[config.mk]
export PLATFORM = sky130hd
export DESIGN_NAME = decstage_pipe
export DESIGN_NICKNAME = d
export VERILOG_FILES = /design/src/rtl/decstage_pipe.sv
export SDC_FILE = /design/constraint.sdc
export NUM_CORES = 2
export LEC_CHECK = 0
export CAP_MARGIN = 5
export CORE_AREA = 4 4 326 328
export DETAILED_ROUTE_END_ITERATION = 16
export DIE_AREA = 0 0 330 332
export GPL_ROUTABILITY_DRIVEN = 0
export HOLD_SLACK_MARGIN = 0.06
export PLACE_DENSITY = 0.78
export SLEW_MARGIN = 0
export SYNTH_ARGS = -nofsm -noshare
export SYNTH_HDL_FRONTEND = slang
export SYNTH_SLANG_ARGS = --single-unit
[constraint.sdc]
create_clock -name Clk -period 9.7 [get_ports Clk]
set_input_delay 1.94 -clock Clk [delete_from_list [all_inputs] [get_ports Clk]]
set_output_delay 1.94 -clock Clk [all_outputs]
set_load 0.02 [all_outputs]
[src/rtl/decstage_pipe.sv]
// decstage_pipe: decode stage with register file, immediate generation, load-use hazard and ID/EX register.
// Optional macro WB_BYPASS_EN forwards same-cycle write-back data to the operand reads instead of stalling.
module decstage_pipe #(
  parameter int DATA_W = 32,
  parameter int REG_CNT = 32,
  parameter int IMM_W = 16,
  localparam int AW = $clog2(REG_CNT)
) (
  input  logic              Clk,
  input  logic              Rst,
  input  logic [31:0]       Instr,
  input  logic              Instr_valid,
  input  logic              Stall_in,
  input  logic              Flush,
  input  logic              WB_WrEn,
  input  logic [AW-1:0]     WB_Awr,
  input  logic [DATA_W-1:0] WB_Data,
  output logic              Id_ready,
  output logic              Hazard_stall,
  output logic              Ex_valid,
  output logic [5:0]        Ex_opcode,
  output logic [DATA_W-1:0] Ex_RF_A,
  output logic [DATA_W-1:0] Ex_RF_B,
  output logic [DATA_W-1:0] Ex_Immed,
  output logic [AW-1:0]     Ex_Awr
);
  localparam logic [5:0] OP_R    = 6'b100000;
  localparam logic [5:0] OP_LB   = 6'b000011;
  localparam logic [5:0] OP_LW   = 6'b001111;
  localparam logic [5:0] OP_SB   = 6'b000111;
  localparam logic [5:0] OP_SW   = 6'b011111;
  localparam logic [5:0] OP_B    = 6'b111111;
  localparam logic [5:0] OP_BEQ  = 6'b000000;
  localparam logic [5:0] OP_BNE  = 6'b000001;
  localparam logic [5:0] OP_LI   = 6'b111000;
  localparam logic [5:0] OP_ADDI = 6'b110000;
  localparam logic [5:0] OP_LUI  = 6'b111001;
  logic [DATA_W-1:0] r_rf [REG_CNT];
  logic              r_ex_valid;
  logic [5:0]        r_ex_op;
  logic [DATA_W-1:0] r_ex_a, r_ex_b, r_ex_imm;
  logic [AW-1:0]     r_ex_awr;
  logic [5:0]        w_op;
  logic [AW-1:0]     w_rs, w_rd, w_rt, w_baddr;
  logic [IMM_W-1:0]  w_imm;
  logic [DATA_W-1:0] w_sext, w_zext, w_imm_val, w_rf_a, w_rf_b, w_ex_b;
  logic              w_is_r, w_is_load, w_is_store, w_is_br, w_uses_b, w_imm_sx;
  logic              w_ld_haz, w_wb_haz, w_wb_act;
  assign w_op    = Instr[31:26];
  assign w_rs    = Instr[21 +: AW];
  assign w_rd    = Instr[16 +: AW];
  assign w_rt    = Instr[11 +: AW];
  assign w_imm   = Instr[IMM_W-1:0];
  assign w_is_r     = w_op == OP_R;
  assign w_is_load  = w_op == OP_LB || w_op == OP_LW;
  assign w_is_store = w_op == OP_SB || w_op == OP_SW;
  assign w_is_br    = w_op == OP_B || w_op == OP_BEQ || w_op == OP_BNE;
  assign w_uses_b   = w_is_r || w_is_store || w_is_br;
  assign w_imm_sx   = w_is_load || w_is_store || w_op == OP_LI || w_op == OP_ADDI;
  assign w_baddr = w_is_r ? w_rt : w_rd;
  assign w_sext  = DATA_W'($signed(w_imm));
  assign w_zext  = DATA_W'(w_imm);
  assign w_imm_val = w_is_br ? w_sext << 2 :
                     w_op == OP_LUI ? w_zext << 16 :
                     w_imm_sx ? w_sext : w_zext;
  assign w_wb_act = WB_WrEn && WB_Awr != '0;
`ifdef WB_BYPASS_EN
  assign w_rf_a = w_rs == '0 ? '0 : (w_wb_act && WB_Awr == w_rs) ? WB_Data : r_rf[w_rs];
  assign w_rf_b = w_baddr == '0 ? '0 : (w_wb_act && WB_Awr == w_baddr) ? WB_Data : r_rf[w_baddr];
  assign w_wb_haz = 1'b0;
`else
  assign w_rf_a = w_rs == '0 ? '0 : r_rf[w_rs];
  assign w_rf_b = w_baddr == '0 ? '0 : r_rf[w_baddr];
  // without forwarding, a same-cycle write must land in the RF before it is read
  assign w_wb_haz = w_wb_act && Instr_valid && (WB_Awr == w_rs || (w_uses_b && WB_Awr == w_baddr));
`endif
  assign w_ex_b = w_op == OP_SB ? DATA_W'(w_rf_b[7:0]) : w_rf_b;
  assign w_ld_haz = r_ex_valid && (r_ex_op == OP_LB || r_ex_op == OP_LW) && r_ex_awr != '0 &&
                    Instr_valid && (r_ex_awr == w_rs || (w_uses_b && r_ex_awr == w_baddr));
  assign Hazard_stall = (w_ld_haz || w_wb_haz) && !Stall_in && !Flush;
  assign Id_ready     = !Stall_in && !Hazard_stall && !Rst;
  always_ff @(posedge Clk) begin
    if (Rst)
      for (int i = 0; i < REG_CNT; i++) r_rf[i] <= '0;
    else if (w_wb_act)
      r_rf[WB_Awr] <= WB_Data;
  end
  always_ff @(posedge Clk) begin
    if (Rst) begin
      r_ex_valid <= 1'b0;
      r_ex_op    <= '0;
      r_ex_a     <= '0;
      r_ex_b     <= '0;
      r_ex_imm   <= '0;
      r_ex_awr   <= '0;
    end else if (Flush) begin
      r_ex_valid <= 1'b0;
    end else if (!Stall_in) begin
      if (Hazard_stall) begin
        r_ex_valid <= 1'b0;
      end else begin
        r_ex_valid <= Instr_valid;
        r_ex_op    <= w_op;
        r_ex_a     <= w_rf_a;
        r_ex_b     <= w_ex_b;
        r_ex_imm   <= w_imm_val;
        r_ex_awr   <= w_rd;
      end
    end
  end
  assign Ex_valid  = r_ex_valid;
  assign Ex_opcode = r_ex_op;
  assign Ex_RF_A   = r_ex_a;
  assign Ex_RF_B   = r_ex_b;
  assign Ex_Immed  = r_ex_imm;
  assign Ex_Awr    = r_ex_awr;
endmodule

==> metrics.md <==
| Metric | Value |
|---|---|
| Grt total ovfl | `0` |
| # setup viols final | `0` |
| Slew HR | `1.89%` |
| Clk buf depth | `3` |
| Yosys top cell area share | `49.9%` |
| DR iter-0 viols | `9031` |
| Synth-to-Final Area Change | `10.9%` |
| HP Start | `Ex_RF_A[22]$_SDFFE_PP0P_` |
| Total count of hold-check failures in the final report | `0` |
| Clk_lat worst skew | `0.73 ns` |
| Worst clock skew | `0.0346 ns` |
| Synth Flop Type | `edfxtp_1` |
| Top Ports | `185` |
| #FFs+latches synth | `1132` |
| Post-synth EDFFs | `1024` |
| Synthesized area | `61600 um^2` |
| Initial Util | `59.7%` |
| Crit path required time | `7.76 ns` |
| Antenna violations before repair | `11` |
| Hold WC Path Type | `register to register` |
| Critical Path Source | `Instr[30]` |
| Slew Viols, Final | `0` |
| Post-synth top area cell | `edfxtp_1` |
| CTS Sinks | `1132` |
| Drt drc | `0` |
| Compound-cell area share of the yosys netlist | `9.55%` |
| Chip Height | `332 um` |
| Arrival @ worst endpoint | `6.13 ns` |
| Post-Synth Simple-Gate Area | `16.4%` |
| Port buffer count | `184` |
| H-tree depth | `3` |
| Final setup TNS | `0 ns` |
| Peak supply drop | `0.000167 V` |
| Vias in the first global route | `45900` |
| Core ar. | `103000 um^2` |
| Via Count | `47300` |
| Core Rows | `118` |
| Core Util, Final | `66.2%` |
| Synth area leaders | `edfxtp_1 (50%), mux4_2 (12%), and2_1 (10%)` |
| Leakage power | `23.9 nW` |
| Finished Cell Area | `68400 um^2` |
| Cts bufs inserted | `116` |
| Kind of critical path | `input pin to primary output` |
| Maximum clock rate | `124 MHz` |
| Via density | `7.52` |
| Post-CTS Setup Bufs | `0` |
| Yosys cell types | `81` |
| Drt total wl | `222000 um` |
| Worst-path clk slew | `0.05 ns` |
| First-pass GRT wire length | `314000 um` |
| Gate Count Post-Synth | `4889` |
| Place WS | `1.68 ns` |
| Leading cell type in the layout, fill and taps excluded | `edfxtp_1` |
| Synthesized area per cell | `12.6 um^2` |
| Largest family of logic cells by synthesized area | `simple AND/OR/NAND/NOR gates` |
| Post-synthesis xor/xnor area fraction | `0.313%` |
| DRT Pass-1 Iters | `9` |
| Post-cts sizing count | `0` |
| Run status | `complete, no violations` |
| Largest net degree at the start of global routing | `115` |
| Final Critical Period | `8.07 ns` |
| Final worst path period share | `83.2%` |
| Nets | `4874` |
| CP endpoint kind | `primary output` |
| GRT Total Usage | `39.7%` |
| Post-route worst setup slack | `1.63 ns` |
| RSZ-0062 raised after global routing | `false` |
| Slowest stage delay, CP | `0.79 ns` |
| Pwr Density | `174 nW/um^2` |
| DP Area | `64500 um^2` |
| Max-cap viol count | `0` |
| Least-Margin Pin Slew | `1.47 ns` |
| Worst reg2reg path startpoint | `Ex_Awr[0]$_SDFFE_PP0P_` |
| Post-route ant nets | `0` |
| Die ar. | `110000 um^2` |
| Worst-path fanout max | `17` |
| Total power | `11.9 mW` |
| Placed cells | `6061` |
| Mux cell area share after synthesis | `16.4%` |
| Slowest-stage cell, CP | `nor4_4` |
| Die Wd | `330 um` |
| Cell Chain, Critical Path | `clkdlybuf4s50_1 -> nor4_4 -> buf_4 -> a21oi_4 -> or3_1 -> a221o_1 -> o21a_2 -> a21boi_0 -> clkdlybuf4s50_1` |
| Synth Warn # | `0` |
| Post-synthesis adder-cell area fraction | `0%` |
| Asr flop ratio synth | `0%` |
| CP most frequent cell | `clkdlybuf4s50_1` |
| Final Non-Filler Cells | `6290` |
| Dpl hpwl | `124000 um` |
| Hold Buf Count CTS | `0` |
| CP Launch Type | `input pin` |
| Layout cell share with drive strength beyond 1 | `16.2%` |
| Commonest non-fill, non-tap cells in the layout | `edfxtp_1 (1024), and2_1 (994), mux4_2 (322)` |
| Hold_ws | `0.475 ns` |
| Register-to-register setup slack | `6.58 ns` |
| Clock Root Buffer | `clkbuf_16` |
| WL per Instance | `35.3 um` |
| CTS tree | `done` |
| Sequential area share after synthesis | `53.4%` |
## area by class of cell
type                            instances  area, um^2
Antenna cell                           10        25.0
Multi-Input combinational cell       3198       26800
Clock buffer                          138        3070
Sequential cell                      1132       32900
Inverter                               37         139
Fill cell                            7262       34800
Tap cell                             1380        1730
Timing Repair Buffer                  314        2860
Clock inverter                         81         801
## synth_stat cells (all sizes together) (68+ instances only)
cell	n
edfxtp	1024
and2	995
clkbuf	433
mux4	322
mux2i	248
nand2	156
a21oi	142
nand3	141
o21ai	129
buf	120
a211oi	116
dfxtp	108
and3	102
nor3	73
o22ai	69
or4	68
## metal layers
layer,track usage [%],wire (um),vias to the layer above
li1,-,-,18500
met2,57.0,93100,4868
met1,51.1,72000,22800
met5,0.0444,73,-
met4,25.2,17700,10
met3,14.5,38900,1071
## worst paths after layout
check,cells after the start,endpoint
worst max-delay path,9,Hazard_stall
worst min-delay path,2,Ex_RF_A[22]$_SDFFE_PP0P_
worst max register to register,6,Ex_RF_B[9]$_SDFFE_PP0P_
worst min register to register,2,Ex_RF_A[22]$_SDFFE_PP0P_
## where the power goes
group / internal [mW] / switching, mW
Combinational: 0.580 / 0.966
Sequential: 5.59 / 0.168
Clock: 2.65 / 1.96
## worst max-delay path: cells and delay by family
family | cells | cell delay, ns
and+or+nand+nor | 2 | 1.17
AOI/OAI and AO/OA | 4 | 1.30
buffers and inverters | 3 | 1.71
## cell families after synthesis
| family | after synthesis |
|---|---|
| and+or+nand+nor | 1719 |
| DFF | 1132 |
| AOI/OAI and AO/OA | 820 |
| muxes | 605 |
| buffers and inverters | 590 |
| xor gates and xnor gates | 22 |
| other | 1 |
## sequential cells by signal, indices dropped and copies added, names as in the netlist
signal	flops
Ex_Awr	5
Ex_RF_B	32
Ex_RF_A	32
Ex_valid	1
Ex_Immed	32
Ex_opcode	6
r_rf	1024
No activity file was read; power rests on OpenSTA's default activity.
